File: src/rtl/tuner_phy_pkg.sv
// Shared types and helpers for the tuner PHY detect blocks.
// Holds the multi-channel detect FSM states and the clamped averaging shift.
package tuner_phy_pkg;

    typedef enum logic [1:0] {
        MC_DETECT_IDLE,
        MC_DETECT_WAIT,
        MC_DETECT_ACTIVE,
        MC_DETECT_DONE
    } tuner_phy_mc_detect_state_e;

    // Requested log2 sample count, limited to what the accumulators can hold
    function automatic int unsigned clamp_log2(
        input int unsigned req,
        input int unsigned max_l2
    );
        return (req > max_l2) ? max_l2 : req;
    endfunction

endpackage

File: src/rtl/tuner_pwr_acc_ch.sv
// One ring channel accumulator with clear, enable and shift-average output.
// The average reflects the value the accumulator takes at the next edge.
module tuner_pwr_acc_ch #(
    parameter int ADC_WIDTH    = 8,
    parameter int MAX_LOG2_AVG = 4,
    parameter int SW           = 3
) (
    input  logic                 i_clk,
    input  logic                 i_clr,
    input  logic                 i_en,
    input  logic [ADC_WIDTH-1:0] i_sample,
    input  logic [SW-1:0]        i_shift,
    output logic [ADC_WIDTH-1:0] o_avg
);

    localparam int AW = ADC_WIDTH + MAX_LOG2_AVG;

    logic [AW-1:0] acc_q, acc_d;

    // Next accumulator value: clear wins over accumulate
    always_comb begin
        acc_d = acc_q;
        if (i_clr) begin
            acc_d = '0;
        end else if (i_en) begin
            acc_d = acc_q + AW'(i_sample);
        end
    end

    // Accumulator register
    always_ff @(posedge i_clk) begin
        acc_q <= acc_d;
    end

    assign o_avg = ADC_WIDTH'(acc_d >> i_shift);

endmodule

File: src/rtl/tuner_pwr_detect_mc_phy.sv
// Multi-channel ring power detector: settle, average NUM_CH ADC streams, report.
// Optional TUNER_PWR_DETECT_PEAK_EN adds a peak-channel stage before DONE.
module tuner_pwr_detect_mc_phy
    import tuner_phy_pkg::*;
#(
    parameter int ADC_WIDTH    = 8,
    parameter int NUM_CH       = 4,
    parameter int WAIT_WIDTH   = 8,
    parameter int MAX_LOG2_AVG = 4
) (
    input  logic                               i_clk,
    input  logic                               i_rst,
    input  logic [NUM_CH*ADC_WIDTH-1:0]        i_dig_ring_pwr,
    input  logic                               i_read_val,
    output logic                               o_read_rdy,
    input  logic [WAIT_WIDTH-1:0]              i_read_wait,
    input  logic [$clog2(MAX_LOG2_AVG+1)-1:0]  i_read_log2_avg,
    input  logic [NUM_CH-1:0]                  i_read_ch_mask,
    input  logic                               i_abort,
    output logic                               o_detect_val,
    input  logic                               i_detect_rdy,
    output logic [NUM_CH*ADC_WIDTH-1:0]        o_detect_data,
    output logic [NUM_CH-1:0]                  o_detect_mask,
    output logic                               o_busy
`ifdef TUNER_PWR_DETECT_PEAK_EN
    ,
    output logic [$clog2(NUM_CH>1?NUM_CH:2)-1:0] o_peak_ch,
    output logic [ADC_WIDTH-1:0]               o_peak_pwr
`endif
);

    localparam int LW  = $clog2(MAX_LOG2_AVG + 1);
    localparam int CW  = MAX_LOG2_AVG + 1;
    localparam int DW  = NUM_CH * ADC_WIDTH;
    localparam int CHW = $clog2(NUM_CH > 1 ? NUM_CH : 2);

    tuner_phy_mc_detect_state_e state_q;

    logic [WAIT_WIDTH-1:0] wait_q, wcnt_q;
    logic [LW-1:0]         l2_q, l2_d;
    logic [NUM_CH-1:0]     mask_q, dmask_q;
    logic [CW-1:0]         scnt_q;
    logic                  rdy_q, val_q, busy_q;
    logic [DW-1:0]         data_q, avg_d;
    logic                  read_fire, detect_fire, clr;
    logic                  w_last, s_last, sampling;

    assign read_fire   = i_read_val & rdy_q;
    assign detect_fire = val_q & i_detect_rdy;
    assign clr         = i_rst | read_fire;
    assign l2_d        = LW'(clamp_log2(32'(i_read_log2_avg), MAX_LOG2_AVG));
    assign w_last      = wcnt_q == wait_q - WAIT_WIDTH'(1);
    assign s_last      = scnt_q == (CW'(1) << l2_q) - CW'(1);

`ifdef TUNER_PWR_DETECT_PEAK_EN
    logic            fin_q;
    logic [DW-1:0]   res_q;
    logic [CHW-1:0]  pk_ch_d, pk_ch_q;
    logic [ADC_WIDTH-1:0] pk_pwr_d, pk_pwr_q;
    logic            pk_found;

    assign sampling = (state_q == MC_DETECT_ACTIVE) & ~fin_q;

    // Argmax of the staged averages over masked channels, lowest index on ties
    always_comb begin
        pk_ch_d  = '0;
        pk_pwr_d = '0;
        pk_found = 1'b0;
        for (int k = 0; k < NUM_CH; k++) begin
            if (mask_q[k] &&
                (!pk_found || res_q[k*ADC_WIDTH +: ADC_WIDTH] > pk_pwr_d)) begin
                pk_found = 1'b1;
                pk_ch_d  = CHW'(k);
                pk_pwr_d = res_q[k*ADC_WIDTH +: ADC_WIDTH];
            end
        end
    end

    assign o_peak_ch  = pk_ch_q;
    assign o_peak_pwr = pk_pwr_q;
`else
    assign sampling = state_q == MC_DETECT_ACTIVE;
`endif

    for (genvar k = 0; k < NUM_CH; k++) begin : g_ch
        tuner_pwr_acc_ch #(
            .ADC_WIDTH    (ADC_WIDTH),
            .MAX_LOG2_AVG (MAX_LOG2_AVG),
            .SW           (LW)
        ) u_acc (
            .i_clk    (i_clk),
            .i_clr    (clr),
            .i_en     (sampling & mask_q[k]),
            .i_sample (i_dig_ring_pwr[k*ADC_WIDTH +: ADC_WIDTH]),
            .i_shift  (l2_q),
            .o_avg    (avg_d[k*ADC_WIDTH +: ADC_WIDTH])
        );
    end

    // Request/settle/average/report sequencer with registered handshake outputs
    always_ff @(posedge i_clk) begin
        if (i_rst) begin
            state_q <= MC_DETECT_IDLE;
            wait_q  <= '0;
            wcnt_q  <= '0;
            l2_q    <= '0;
            mask_q  <= '0;
            scnt_q  <= '0;
            rdy_q   <= 1'b1;
            val_q   <= 1'b0;
            busy_q  <= 1'b0;
            data_q  <= '0;
            dmask_q <= '0;
`ifdef TUNER_PWR_DETECT_PEAK_EN
            fin_q    <= 1'b0;
            res_q    <= '0;
            pk_ch_q  <= '0;
            pk_pwr_q <= '0;
`endif
        end else begin
            unique case (state_q)
                MC_DETECT_IDLE, MC_DETECT_DONE: begin
                    if (read_fire) begin
                        wait_q  <= i_read_wait;
                        l2_q    <= l2_d;
                        mask_q  <= i_read_ch_mask;
                        wcnt_q  <= '0;
                        scnt_q  <= '0;
                        rdy_q   <= 1'b0;
                        val_q   <= 1'b0;
                        busy_q  <= 1'b1;
                        data_q  <= '0;
                        dmask_q <= '0;
`ifdef TUNER_PWR_DETECT_PEAK_EN
                        pk_ch_q  <= '0;
                        pk_pwr_q <= '0;
`endif
                        state_q <= (i_read_wait != '0) ? MC_DETECT_WAIT
                                                       : MC_DETECT_ACTIVE;
                    end else if (detect_fire) begin
                        val_q   <= 1'b0;
                        data_q  <= '0;
                        dmask_q <= '0;
`ifdef TUNER_PWR_DETECT_PEAK_EN
                        pk_ch_q  <= '0;
                        pk_pwr_q <= '0;
`endif
                        state_q <= MC_DETECT_IDLE;
                    end
                end
                MC_DETECT_WAIT: begin
                    if (i_abort) begin
                        rdy_q   <= 1'b1;
                        busy_q  <= 1'b0;
                        state_q <= MC_DETECT_IDLE;
                    end else if (w_last) begin
                        state_q <= MC_DETECT_ACTIVE;
                    end else begin
                        wcnt_q <= wcnt_q + WAIT_WIDTH'(1);
                    end
                end
                MC_DETECT_ACTIVE: begin
                    if (i_abort) begin
                        rdy_q   <= 1'b1;
                        busy_q  <= 1'b0;
`ifdef TUNER_PWR_DETECT_PEAK_EN
                        fin_q   <= 1'b0;
`endif
                        state_q <= MC_DETECT_IDLE;
`ifdef TUNER_PWR_DETECT_PEAK_EN
                    end else if (fin_q) begin
                        fin_q    <= 1'b0;
                        data_q   <= res_q;
                        pk_ch_q  <= pk_ch_d;
                        pk_pwr_q <= pk_pwr_d;
                        dmask_q  <= mask_q;
                        val_q    <= 1'b1;
                        rdy_q    <= 1'b1;
                        busy_q   <= 1'b0;
                        state_q  <= MC_DETECT_DONE;
                    end else if (s_last) begin
                        fin_q <= 1'b1;
                        res_q <= avg_d;
`else
                    end else if (s_last) begin
                        data_q  <= avg_d;
                        dmask_q <= mask_q;
                        val_q   <= 1'b1;
                        rdy_q   <= 1'b1;
                        busy_q  <= 1'b0;
                        state_q <= MC_DETECT_DONE;
`endif
                    end else begin
                        scnt_q <= scnt_q + CW'(1);
                    end
                end
            endcase
        end
    end

    assign o_read_rdy    = rdy_q;
    assign o_detect_val  = val_q;
    assign o_detect_data = data_q;
    assign o_detect_mask = dmask_q;
    assign o_busy        = busy_q;

endmodule
File: config.mk
export PLATFORM = sky130hd
export DESIGN_NAME = tuner_pwr_detect_mc_phy
export DESIGN_NICKNAME = d
export VERILOG_FILES = /design/src/rtl/tuner_phy_pkg.sv /design/src/rtl/tuner_pwr_acc_ch.sv /design/src/rtl/tuner_pwr_detect_mc_phy.sv
export SDC_FILE = /design/constraint.sdc
export NUM_CORES = 1
export LEC_CHECK = 0
export ABC_AREA = 1
export CORE_ASPECT_RATIO = 1.1
export CORE_MARGIN = 4
export CORE_UTILIZATION = 50
export DETAILED_ROUTE_END_ITERATION = 16
export PLACE_DENSITY_LB_ADDON = 0.05
export SLEW_MARGIN = 10
export SYNTH_ARGS = -nofsm -noshare
export SYNTH_HDL_FRONTEND = slang
export SYNTH_HIERARCHICAL = 1
export SYNTH_SLANG_ARGS = --single-unit
File: constraint.sdc
create_clock -name i_clk -period 3 [get_ports i_clk]
set_clock_uncertainty 0.15 [all_clocks]
set_input_delay 0.6 -clock i_clk [delete_from_list [all_inputs] [get_ports i_clk]]
set_output_delay 0.6 -clock i_clk [all_outputs]
set_load 0.01 [all_outputs]
=== Word level (Yosys, flattened, before mapping) ===
Cells that the tools add are included.

* Bits in registers: 117
* Input bits: 52
* Memories: 0
* RAM bits: 0
* Word-level logic and storage cells: 111
* Output and inout port bits: 39
* Memory bits (read-only): 0
* Bits in latches: 0

* $mul: 0
* Divide/modulo/power cells: 0
* Equal/unequal tests: 15
* Add/subtract/negate cells: 8
* Reductions and logical operators: 11
* Bitwise operators: 7
* Order comparisons: 1
* Mux-type cells: 49
* Shift-type cells: 5

{| class="wikitable"
|+ Operators with widths
! cell !! count
|-
| $mux 32 || 4
|-
| $mux 12 || 8
|-
| $pmux 32 s2 || 1
|-
| $add 12x8->12 || 4
|-
| $shr 12x3->8 || 4
|-
| $mux 8 || 3
|-
| $mux 4 || 4
|-
| $pmux 8 s2 || 1
|-
| $mux 5 || 3
|-
| $mux 2 || 7
|-
| $ne 2x2->1 const B || 7
|-
| $reduce_and 4->1 || 3
|-
| $mux 1 || 11
|-
| $pmux 5 s2 || 1
|-
| $ne 3x3->1 const B || 3
|-
| $add 8x1->8 const B || 1
|-
| $eq 8x8->1 || 1
|-
| $pmux 4 s2 || 1
|-
| $reduce_bool 8->1 || 1
|-
| $sub 8x1->8 const B || 1
|-
| $and 1x1->1 || 6
|-
| $pmux 1 s3 || 2
|-
| $pmux 2 s3 || 1
|-
| $reduce_and 3->1 || 2
|-
| 14 further kinds || 16
|}

=== Depth between registers and ports, before layout ===
* Depth in word-level cells: 8
* Depth in mapped cells: 18
* Depth with buffers taken out: 16

=== Cells and area by module ===
The synthesis kept the hierarchy.

{| class="wikitable"
|+ Modules (own cells, without submodules)
! module !! area each (um2) !! sequential area each (um2) !! times used !! cells each
|-
| tuner_pwr_acc_ch || 1342.5 || 240.2 || 4 || 235
|-
| tuner_pwr_detect_mc_phy || 3457.1 || 1381.3 || 1 || 476
|}

=== Least setup slack after synthesis ===
Ideal clock, no wire load.

* Path type: input -> register
* From: in i_dig_ring_pwr[8]
* To: reg data_q[10] (netlist: o_detect_data[10])
* Required time: 2.779 ns
* Data arrival time: 2.267 ns
* Stages: 16
* Slack: 0.512 ns
* Path buffers: 0
* Setup time: 0.071 ns
* Path through: ha_1 inv_1 fa_1 o21ai_4 nand3_2 nand2_2 nand2_1 nand2_1 nand3_1 inv_2 nand2_2 nand3_2 nand3_1 nand2_1 nand2_2 a21oi_2

* Longest elaborated chain between the ends: 7

{| class="wikitable"
|+ Ends and longest elaborated chain
! element !! line !! source
|-
| from (decl) || tuner_pwr_detect_mc_phy.sv:13 || <nowiki>input logic [NUM_CH*ADC_WIDTH-1:0] i_dig_ring_pwr,</nowiki>
|-
| $add 12x8->12 || tuner_pwr_acc_ch.sv:26 || <nowiki>acc_d = acc_q + AW'(i_sample);</nowiki>
|-
| $mux 12 || tuner_pwr_acc_ch.sv:25 || <nowiki>end else if (i_en) begin</nowiki>
|-
| $mux 12 || tuner_pwr_acc_ch.sv:23 || <nowiki>if (i_clr) begin</nowiki>
|-
| via g_ch[1].u_acc.acc_d[8] || tuner_pwr_acc_ch.sv:18 || <nowiki>logic [AW-1:0] acc_q, acc_d;</nowiki>
|-
| $shr 12x3->8 || tuner_pwr_acc_ch.sv:35 || <nowiki>assign o_avg = ADC_WIDTH'(acc_d >> i_shift);</nowiki>
|-
| via avg_d[10] || tuner_pwr_detect_mc_phy.sv:44 || <nowiki>logic [DW-1:0] data_q, avg_d;</nowiki>
|-
| $mux 32 || tuner_pwr_detect_mc_phy.sv:185 || <nowiki>end else if (s_last) begin</nowiki>
|-
| $mux 32 || tuner_pwr_detect_mc_phy.sv:163 || <nowiki>if (i_abort) begin</nowiki>
|-
| $pmux 32 s2 || tuner_pwr_detect_mc_phy.sv:121 || <nowiki>unique case (state_q)</nowiki>
|-
| to (signal assigned) || tuner_pwr_detect_mc_phy.sv:186 || <nowiki>data_q <= avg_d;</nowiki>
|-
| to (decl) || tuner_pwr_detect_mc_phy.sv:44 ||
|}

The timed path passes the listed nets, and every way through them passes these cells. The select of a mux whose other input is x is not followed.
A chain may end at the register's enable or synchronous reset.

=== Worst setup path in the final report ===
* From: in i_dig_ring_pwr[16]
* To: reg data_q[23] (netlist: o_detect_data[23])

* Longest elaborated chain between the ends: 7

{| class="wikitable"
|+ Ends and longest elaborated chain
! element !! line
|-
| $add 12x8->12 || tuner_pwr_acc_ch.sv:26
|-
| $mux 12 || tuner_pwr_acc_ch.sv:25
|-
| $mux 12 || tuner_pwr_acc_ch.sv:23
|-
| via g_ch[2].u_acc.acc_d[10] || tuner_pwr_acc_ch.sv:18
|-
| $shr 12x3->8 || tuner_pwr_acc_ch.sv:35
|-
| via avg_d[23] || tuner_pwr_detect_mc_phy.sv:44
|-
| $mux 32 || tuner_pwr_detect_mc_phy.sv:185
|-
| $mux 32 || tuner_pwr_detect_mc_phy.sv:163
|-
| $pmux 32 s2 || tuner_pwr_detect_mc_phy.sv:121
|}

The timed path passes the listed nets, and every way through them passes these cells. The select of a mux whose other input is x is not followed.

==> key figures <==
Detailed routing
  – Post-route ant nets: 0
  – Pre-antenna DRT Iters: 5
  – Final wirelength: about 22000 um
  – Post-DR vias/cell: 5.07
  – Vias post-DR: between 8000 and 9000
  – Wirelength per Cell: 12.7 um
  – Detailed Route Iter0 Violations: approximately 530
  – DRC errors left: 0

Job
  – Max Cap Viol: 0

Finish
  – Fill cell count: around 1700
  – Nets: 1609
  – Diode count: 0
  – Most frequent cells in the layout: nand2_1, nand3_1, inv_1
  – Area Overhead vs Synth: 19.1%
  – Share of layout cells above drive strength 1: 0.111
  – Commonest non-fill, non-tap cell in the layout: nand2_1

Floorplan
  – IO Count: between 90 and 100
  – Die footprint: 19800 sq um
  – Core Area: about 17000 sq um
  – Placement row count: 50
  – Die W: between 100 and 150 um
  – Die height: 147 um
  – Initial Util: 0.513

Timing
  – Fmax achieved: 363 MHz
  – Worst Max-Slew Pin Slew: 0.661 ns
  – Setup_tns: 0 ns
  – Minimum clock period: 2.76 ns
  – Final max-slew violation count: 0
  – Hold Slack: between 0.3 and 0.4 ns
  – Final hold vios: 0
  – RSZ-0062 raised after global routing: false
  – Slew headroom: 0.559
  – Final setup fails: 0
  – Final period utilization: 0.919

Pwr
  – Power per cell area: 552 nW/um^2
  – Leakage: 0.00494 uW
  – VDD IR-drop max: approximately 0.43 mV

CTS
  – Clock Tree Buf Depth: 2
  – Clock sink count: 117
  – Setup Buffers After CTS: 0
  – Post-CTS resize count: 0
  – Root Buffer: clkbuf_16
  – Cts bufs inserted: 17
  – Clk Latency, worst-skew pair: 0.41 ns
  – H-tree depth: 4
  – CTS Hold Buffers Added: 0
  – Reg clk slew, reported paths: around 0.05 ns
  – CTS tree: done

Logic synthesis
  – Netlist cell types: 40
  – Ys flop type: dfxtp_1
  – Avg Inst Size Synth: 6.23 sq um
  – Synth Cell Area: 8830 sq um
  – Post-synth EDFFs: 0
  – Yosys Warn Count: 6
  – Synth Net Count: between 1500 and 2000
  – Register area share after synthesis: 0.265
  – Yosys reg bits: roughly 120
  – Synth async-reset ratio: 0
  – Gate count after technology mapping: 1416

Critical path
  – Critical path class: primary input to flip-flop
  – CP most frequent cell: nand2_1
  – Cell Chain, Critical Path: clkdlybuf4s50_1 -> ha_1 -> inv_1 -> fa_1 -> o21ai_4 -> nand3_2 -> nand2_2 -> nand2_1 -> nand2_1 -> nand3_2 -> inv_2 -> nand2_2 -> nand3_2 -> nand3_1 -> nand2_1 -> nand2_1 -> a21oi_1
  – Critical Path Start Type: primary input
  – Crit path capture type: flip-flop
  – Critical path arrival: slightly below 3 ns
  – Largest delay contributor family on the critical path: simple AND/OR/NAND/NOR gates
  – Worst-path fanout max: 4
  – WP buf/inv: 3
  – CP peak stage delay: ~0.46 ns
  – WP data required: 3.19 ns
  – Worst path slowest cell: clkdlybuf4s50_1

Worst hold path
  – Worst min-delay path class: flip-flop to flip-flop

GRT
  – Grt total ovfl: 0
  – First-pass GRT wire length: 38400 um
  – Initial antenna violation count: 0
  – Vias in the first global route: ~8400
  – Largest net degree at the start of global routing: between 50 and 60
  – GRT Total Usage: 0.230

Place
  – Number of buffers added on ports: 90
  – Hpwl dp: between 15000 and 20000 um
  – Routability cong.: slightly below 0.9

Run status
  – Outcome: complete, no violations
cell usage after synthesis (2+ instances only):
cell type	number	area [sq um]
nor2_2	4	25.0
nand2_1	407	1530
nor3b_1	2	15.0
ha_1	37	463
fa_1	4	80.1
buf_4	12	90.1
nand4_1	18	113
nand3_2	17	170
dfxtp_1	117	2340
a211oi_1	4	30.0
inv_2	18	67.6
nand3_1	235	1180
nand3_4	3	52.6
xnor2_1	5	43.8
clkinv_1	4	15.0
nor4_1	2	12.5
a22oi_1	3	22.5
inv_1	176	661
a21oi_1	47	235
nor2_1	136	510
or2_2	4	25.0
o21ai_4	4	65.1
nor3_1	10	50.1
clkbuf_1	9	33.8
nand3b_1	10	75.1
buf_2	9	45.0
nor2_4	2	22.5
o21ai_0	30	150
buf_6	10	113
a21boi_0	4	30.0
nand2_2	33	206
a21oi_2	19	166
xor2_1	9	78.8
o211ai_1	5	37.5
o21a_1	2	15.0
logic make-up after synthesis:
| logic type | Yosys count | synth area share |
|---|---|---|
| XOR/XNOR | 15 | 0.0157 |
| AND/OR/NAND/NOR | 885 | 0.455 |
| AO/OA/AOI/OAI | 120 | 0.0867 |
| buffers and inverters | 238 | 0.116 |
| flip-flops | 117 | 0.265 |
| adder cells (fa/ha/maj) | 41 | 0.0615 |
final timing paths:
| path | start | end | slack [ns] | cells after the start |
|---|---|---|---|---|
| max | i_dig_ring_pwr[16] | o_detect_data[23]$_SDFFE_PP0P_ | 0.24 | 17 |
| min | o_detect_data[22]$_SDFFE_PP0P_ | o_detect_data[22]$_SDFFE_PP0P_ | 0.31 | 2 |
| max reg2reg | state_q[0]$_SDFFE_PP0P_ | o_detect_data[1]$_SDFFE_PP0P_ | 0.38 | 13 |
| min reg2reg | o_detect_data[22]$_SDFFE_PP0P_ | o_detect_data[22]$_SDFFE_PP0P_ | 0.31 | 2 |
registers in the layout, summed over array words and instances (netlist names):
name	count
mask_q	4
wcnt_q	8
state_q	2
o_busy	1
g_ch.u_acc/acc_q	48
o_detect_mask	4
wait_q	8
scnt_q	5
o_detect_val	1
o_detect_data	32
l2_q	3
o_read_rdy	1
area by class of cell:
| cell class | instances | area (sq um) | area share |
|---|---|---|---|
| Sequential cell | 117 | 2340 | 0.223 |
| Clock buffer | 24 | 512 | 0.0487 |
| Clock inverter | 4 | 22.5 | 0.00214 |
| Timing Repair Buffer | 121 | 1140 | 0.109 |
| Inverter | 198 | 743 | 0.0707 |
| Multi-Input combinational cell | 1061 | 5460 | 0.519 |
| Tap cell | 234 | 293 | 0.0278 |
routing by layer:
metal	track usage	vias up	part of all wire	wire length, um
li1	-	4735	-	-
met1	0.294	3990	0.46	10300
met2	0.390	168	0.48	10700
met3	0.0555	24	0.048	1070
met4	0.0606	0	0.014	319
met5	0	-	0	0
stage by stage:
stage	instance area [sq um]	setup WS (ns)	cells	utilization	total power, uW
floorplan	8830	0.512	1416	-	3520
global placement	9980	-0.103	1731	0.580	3990
detailed placement	9980	-0.152	1731	0.580	3990
CTS	10500	0.271	1759	0.611	5860
global route	10500	0.0325	1759	0.611	6240
finish	10500	0.243	1759	0.611	5810
worst min-delay path, stage by stage (launching register included):
cell and delay [ns]:
dfxtp_1 0.30, nand2_1 0.06, a21oi_1 0.05
power breakdown:
group	switching, uW	total, uW	leakage [uW]	internal, uW
clock network	683	1840	0.000266	1160
logic	1460	2170	0.00373	710
registers	106	1800	0.000948	1690
(Power assumes the default switching activity.)
